--- config.mk ---
export PLATFORM = sky130hd
export DESIGN_NAME = ifetch_prefetch_unit
export DESIGN_NICKNAME = d
export VERILOG_FILES = /design/src/rtl/ifetch_prefetch_unit.sv
export SDC_FILE = /design/constraint.sdc
export NUM_CORES = 1
export LEC_CHECK = 0
export CAP_MARGIN = 5
export CORE_UTILIZATION = 30
export DETAILED_ROUTE_END_ITERATION = 8
export GPL_ROUTABILITY_DRIVEN = 0
export GPL_TIMING_DRIVEN = 0
export PLACE_DENSITY = 0.53
export SETUP_SLACK_MARGIN = 0.05
export SYNTH_ARGS = -nofsm -noshare
export SYNTH_HDL_FRONTEND = slang
export SYNTH_SLANG_ARGS = --single-unit
--- constraint.sdc ---
create_clock -name clk -period 4.45 [get_ports clk]
set_input_delay 0.6675 -clock clk [delete_from_list [all_inputs] [get_ports clk]]
set_output_delay 0.6675 -clock clk [all_outputs]
set_load 0.05 [all_outputs]
--- src/rtl/ifetch_prefetch_unit.sv ---
// Instruction-fetch front end: owns the PC, prefetches into a small FIFO, flushes on redirect.
// Optional performance counters are enabled with the IFETCH_PERF_CNT_EN macro.
module ifetch_prefetch_unit #(
   parameter logic [31:0] RESET_PC   = 32'h0000_0000,
   parameter int          FIFO_DEPTH = 2
) (
   input  logic        clk,
   input  logic        rst,
   output logic        imem_en,
   output logic [31:0] imem_addr,
   input  logic [31:0] imem_rdata,
   input  logic        redirect_valid,
   input  logic [31:0] redirect_pc,
   output logic        inst_valid,
   output logic [31:0] inst,
   output logic [31:0] inst_pc,
   input  logic        inst_ready
`ifdef IFETCH_PERF_CNT_EN
   ,
   output logic [31:0] perf_fetch_cnt,
   output logic [31:0] perf_flush_cnt
`endif
);

   localparam int PW = (FIFO_DEPTH > 1) ? $clog2(FIFO_DEPTH) : 1;
   localparam logic [PW+1:0] DEPTH_W = FIFO_DEPTH[PW+1:0];

   logic [31:0]   fetch_pc;
   logic          inflight;
   logic [31:0]   inflight_pc;
   logic [PW-1:0] wr_ptr;
   logic [PW-1:0] rd_ptr;
   logic [PW:0]   count;
   logic [31:0]   mem_inst [FIFO_DEPTH];
   logic [31:0]   mem_pc   [FIFO_DEPTH];

   logic          pop;
   logic          push;
   logic [PW+1:0] occ;

   // Valid/ready: an instruction moves to decode on any rising edge where inst_valid
   // and inst_ready are both high; a redirect in the same cycle cancels the transfer.
   always_comb begin
      pop  = 1'b0;
      push = 1'b0;
      occ  = '0;
      pop  = (count != '0) && inst_ready && !redirect_valid;
      push = inflight && !redirect_valid;
      // Credits: buffered entries plus the in-flight fetch, minus the slot freed this cycle.
      occ  = {1'b0, count} + {{(PW+1){1'b0}}, inflight} - {{(PW+1){1'b0}}, pop};
   end

   assign imem_en    = rst && !redirect_valid && (occ < DEPTH_W);
   assign imem_addr  = fetch_pc;
   assign inst_valid = (count != '0);
   assign inst       = mem_inst[rd_ptr];
   assign inst_pc    = mem_pc[rd_ptr];

   always_ff @(posedge clk or negedge rst) begin
      if (!rst) begin
         fetch_pc    <= RESET_PC;
         inflight    <= 1'b0;
         inflight_pc <= '0;
         wr_ptr      <= '0;
         rd_ptr      <= '0;
         count       <= '0;
         for (int i = 0; i < FIFO_DEPTH; i++) begin
            mem_inst[i] <= '0;
            mem_pc[i]   <= '0;
         end
      end else if (redirect_valid) begin
         fetch_pc <= redirect_pc & 32'hFFFF_FFFC;
         inflight <= 1'b0;
         wr_ptr   <= '0;
         rd_ptr   <= '0;
         count    <= '0;
      end else begin
         if (imem_en) begin
            fetch_pc    <= fetch_pc + 32'd4;
            inflight    <= 1'b1;
            inflight_pc <= fetch_pc;
         end else begin
            inflight <= 1'b0;
         end
         if (push) begin
            mem_inst[wr_ptr] <= imem_rdata;
            mem_pc[wr_ptr]   <= inflight_pc;
            wr_ptr           <= wr_ptr + {{(PW-1){1'b0}}, 1'b1};
         end
         if (pop) begin
            rd_ptr <= rd_ptr + {{(PW-1){1'b0}}, 1'b1};
         end
         case ({push, pop})
            2'b10:   count <= count + {{PW{1'b0}}, 1'b1};
            2'b01:   count <= count - {{PW{1'b0}}, 1'b1};
            default: count <= count;
         endcase
      end
   end

`ifdef IFETCH_PERF_CNT_EN
   // A flush only counts when something was actually thrown away.
   always_ff @(posedge clk or negedge rst) begin
      if (!rst) begin
         perf_fetch_cnt <= '0;
         perf_flush_cnt <= '0;
      end else begin
         if (pop) perf_fetch_cnt <= perf_fetch_cnt + 32'd1;
         if (redirect_valid && ((count != '0) || inflight))
            perf_flush_cnt <= perf_flush_cnt + 32'd1;
      end
   end
`endif

endmodule

# Word-level counts from Yosys, hierarchy flattened
# Cells that the tools add are included.
dict set report totals {
  ff_bits 197
  in_bits 68
}
dict set report op_classes {
  n_eq_ne 2
  addsub 7
  bitwise 3
  order_cmp 4
  n_reduce_logical 14
  n_mux 20
}
# op count
set ops {}
lappend ops {{32-bit 2-to-1 mux} 9}
lappend ops {{64-bit bitwise mux} 2}
lappend ops {{32-bit by 3-bit adder with 32-bit output, second input constant} 1}
lappend ops {{32-bit demux with 1-bit select} 1}
lappend ops {{2-bit nonzero test} 4}
lappend ops {{1-bit logical AND} 6}
lappend ops {{1-bit 2-to-1 mux} 6}
lappend ops {{2-bit >= comparator, second input constant} 2}
lappend ops {{1-bit inverter with 2-bit output} 2}
lappend ops {{2-bit case mux with 2 select lines} 1}
lappend ops {{2-bit AND reduction} 2}
lappend ops {{2-bit by 1-bit adder with 3-bit output} 1}
lappend ops {{3-bit by 2-bit < comparator with 1-bit output, second input constant} 1}
lappend ops {{3-bit nonzero test} 1}
lappend ops {{3-bit by 1-bit subtractor with 3-bit output} 1}
lappend ops {{1-bit adder, second input constant} 2}
lappend ops {{2-bit by 1-bit adder with 2-bit output, second input constant} 1}
lappend ops {{2-bit by 1-bit equality test with 1-bit output, second input constant} 1}
lappend ops {{2-bit equality test, second input constant} 1}
lappend ops {{2-bit by 1-bit < comparator with 1-bit output, second input constant} 1}
lappend ops {{2-bit 2-to-1 mux} 1}
lappend ops {{2-bit by 1-bit subtractor with 2-bit output, second input constant} 1}
lappend ops {{1-bit logical NOT} 1}
lappend ops {{1-bit inverter} 1}

# Depth between registers and ports, before layout
dict set report logic_depth {
  word_depth 8
  mapped_depth 14
  mapped_depth_nobuf 11
}

# Worst setup path after synthesis
# No wires, ideal clock.
dict set report synth_timing {
  path_type {input to output}
  from {input port redirect_valid}
  to {output port imem_en}
  slack_ps 158
  stages 12
  t_arrival_ps 3625
  required_time_ps 3783
  cell_sequence {clkbuf_1 > clkbuf_1 > clkbuf_1 > nor2_1 > ha_1 > nand2b_1 > fa_1 > and3b_1 > buf_2 > nand2_2 > inv_2 > clkbuf_1}
}
dict set report synth_between {
  elab_chain_len 5
  word_cells_on_any_way 6
}
# item line
set synth_lines {}
lappend synth_lines {{from (decl)} 12} ;# input logic redirect_valid,
lappend synth_lines {{1-bit logical NOT *} {47, 53}}
lappend synth_lines {{1-bit logical AND} 47} ;# pop = (count != '0) && inst_ready && !redirect_valid;
lappend synth_lines {{3-bit by 1-bit subtractor with 3-bit output} 50} ;# occ = {1'b0, count} + {{(PW+1){1'b0}}, inflight} - {{(PW+1){1'b0}}, pop};
lappend synth_lines {{3-bit by 2-bit < comparator with 1-bit output} 53} ;# assign imem_en = rst && !redirect_valid && (occ < DEPTH_W);
lappend synth_lines {{1-bit logical AND *} 53}
lappend synth_lines {{to (decl)} 9} ;# output logic imem_en,
# Every way passes the cells marked *; elsewhere a longest branch is shown, timed or not.

# Final worst setup path
# Ends and elaborated chain as after synthesis.

==> results.yml <==
outcome:
  status: "completed"
pwr:
  p_comb_share_pct: 36.3
  intPower_w: 0.00400
  power-per-cell-area_nw_per_um2: 549
  clkPwrFrac_pct: 25.0
  power_frac_seq_pct: 38.7
  leakagePower_nw: 4.98
  switching_share_pct: 37.1
  ir_worst_vdd_v: 0.000248
  switching_power_w: 0.00236
logic_synthesis:
  yosysMostFrequentCell: "dfrtp_1"
  ys_ff_latch: 189
  async_flop_share_pct: 100
  syn_area_per_cell_um2: 12.2
  postSynthCellCount: 723
  seq_area_frac_synth_pct: 53.5
  yosysUniqueCellTypes: 59
  yosysTopAreaCellShare_pct: 53.5
  yosys_warnings: 0
  syn-cell-area_um2: 8840
  synth-edff-count: 0
  yosysTopAreaCell: "dfrtp_1"
  yosys-top-cells-count: "189 x dfrtp_1, 186 x mux2_2, 116 x nand2_1, 24 x buf_2, 19 x nand3_1"
  ys.flop_type: "dfrtp_1"
  yosys-top-cells-area: "dfrtp_1 54%, mux2_2 24%, nand2_1 4.9%, buf_2 1.4%, o311ai_0 1.1%"
global_routing:
  globalRouteTotalUtil_pct: 16.5
  grt_overflow: 0
  grt_max_degree: 118
  grt_pass1_wl_um: 38300
  grt_pass1_vias: 6463
  antenna_found_initial: 0
die:
  core-area_um2: 28900
  ioPinCount: 166
  fp.dieW_um: 174
  start_util_pct: 30.6
  rows: 62
  die_area_um2: 30100
  die_h_um: 174
finish:
  fin_cells: 1302
  drive_gt1_share_pct: 29.7
  num-nets-final: 976
  antenna_cells: 0
  area_delta_synth_final_pct: 31.1
worst_setup_path:
  crit_fanout: 10
  critical_path.startpoint_type: "primary input"
  slowest_stage: "fa_1"
  path_cells: "clkbuf_2 -> clkbuf_8 -> clkbuf_4 -> clkbuf_8 -> nor2_1 -> ha_1 -> nand2b_1 -> fa_1 -> and3b_1 -> buf_2 -> nand2_2 -> inv_4 -> clkbuf_8 -> buf_6"
  crit_type: "primary input to output port"
  cp.arrival_ps: 3490
  worst_path_most_repeated_cell: "clkbuf_8"
  required_ps: 3780
  cp-end-kind: "output port"
  cpPeakStageDelay_ps: 550
sta:
  relSlewSlack_pct: 40.0
  setup_viol: 0
  hold_viol: 0
  fmax_ghz: 0.241
  min_period_over_period_pct: 93.4
  slew_violations: 0
  fin_skew_ps: 15.4
  worst_pin_slew_ps: 900
  rsz0062_at_grt: "no"
  min_period_ps: 4150
  worst_slack_ps: 296
  tns_ps: 0
clock_network:
  cts_hold_buf: 0
  cts_root_buf: "clkbuf_16"
  clkSinkCount: 189
  postCtsSetupBuffers: 0
  htreeDepth: 4
  numCtsBuffers: 17
  tritoncts: "built"
  cts_buffer_depth: 2
  clk_pin_slew_ps: 80
  insertion_delay_ps: 430
min_path:
  hold_path.class: "primary input to async pin"
placement:
  placed_cells: 1270
  placement.io_buffers: 159
  dp_slack_ps: -2050
  dpl.hpwl_um: 17100
detailed_routing:
  first_iter_violations: 351
  drtPass1Iterations: 5
  viasPerCell: 4.94
  antenna_left: 0
  vias: 6430
  routed_wl_um: 24500
  drc: 0
  wire_per_inst_um: 18.8
run:
  maxCapViolCount: 0
-- worst max-delay path, delay by kind of cell --
family | cells | cell delay (ps)
buf+inv | 8 | 1480
fa+ha+maj | 2 | 810
simple gates | 4 | 540
-- final timing paths --
kind                                startpoint         endpoint  slack [ps]  cells after the start
worst max-delay path            redirect_valid          imem_en         300                     14
worst min-delay path                       rst     mem_inst[40]         200                      1
worst max register to register        count[1]    imem_addr[11]         980                     11
worst min register to register       mem_pc[4]        mem_pc[4]         500                      1
max in group asynchronous                  rst  inflight_pc[15]        3250                      2
min in group clk                     mem_pc[4]        mem_pc[4]         500                      1
-- per-stage QoR --
stage	instance area (um^2)	util (%)	hold WS (ps)	power (W)
after floorplan	8850	-	372	0.00404
after global placement	10900	37.8	481	0.00479
after detailed placement	11000	38.0	487	0.00482
final	11600	40.1	199	0.00636
after CTS	11600	40.2	222	0.00644
after global routing	11600	40.1	230	0.00667
-- metal layers --
layer	up-vias	global-route usage [%]	share of wire [%]
met1	3211	23.2	48
met4	0	4.53	1.6
met5	-	0	0
li1	2987	-	-
met2	203	25.5	46
met3	29	3.79	5.2
-- flip-flops by register name (all words and copies together), names as in the netlist --
| register | cells |
|---|---|
| wr_ptr | 1 |
| imem_addr | 30 |
| count | 2 |
| mem_pc | 60 |
| mem_inst | 64 |
| rd_ptr | 1 |
| inflight_pc | 30 |
| inflight | 1 |
-- final cells by class --
class	count	area, um^2
multi-input cells	482	3840
well taps	384	480
fillers	2827	17300
clock buffers	17	425
clock inverters	15	174
plain buffers	49	285
repair buffers	160	1620
inverters	6	25.0
flip-flops and latches	189	4730
-- cells in the final DEF (no fill, tap or decap), types with 8 or more instances in the layout --
master,count
nor2_1,9
mux2_2,186
nand3_1,19
nand4_1,13
clkbuf_16,17
a221o_1,8
nand2_1,116
dfrtp_1,189
o211ai_1,10
clkdlybuf4s50_1,156
o311ai_0,11
buf_2,24
nor3_1,8
a31oi_1,8
nor4_1,10
clkbuf_1,12
-- repair_timing --
item | 4_1_cts | 5_1_grt
endpoints found under the hold margin | 0 | 0
setup endpoints to repair | 60 | 1
resized for setup | 20 | 2
-- power by group through the flow --
stage               clock [W]  sequential, W  combinational, W
floorplan                   0        0.00250           0.00154
global placement            0        0.00249           0.00231
detailed placement          0        0.00250           0.00232
CTS                   0.00164        0.00246           0.00234
global route          0.00171        0.00253           0.00243
finish                0.00159        0.00246           0.00231
-- logic make-up (layout without fill, tap and decap cells) --
logic type / after synthesis / after routing / share of synthesized area (%)
AND/OR/NAND/NOR: 217 / 217 / 12.6
flip-flops: 189 / 189 / 53.5
multiplexers: 186 / 186 / 23.7
AO/OA/AOI/OAI: 66 / 66 / 5.74
buffers and inverters: 55 / 247 / 3.10
XOR/XNOR: 6 / 6 / 0.807
adder cells (fa/ha/maj): 3 / 3 / 0.510
other: 1 / 4 / 0.0424
Note: power is estimated with default switching activity, not from simulation.
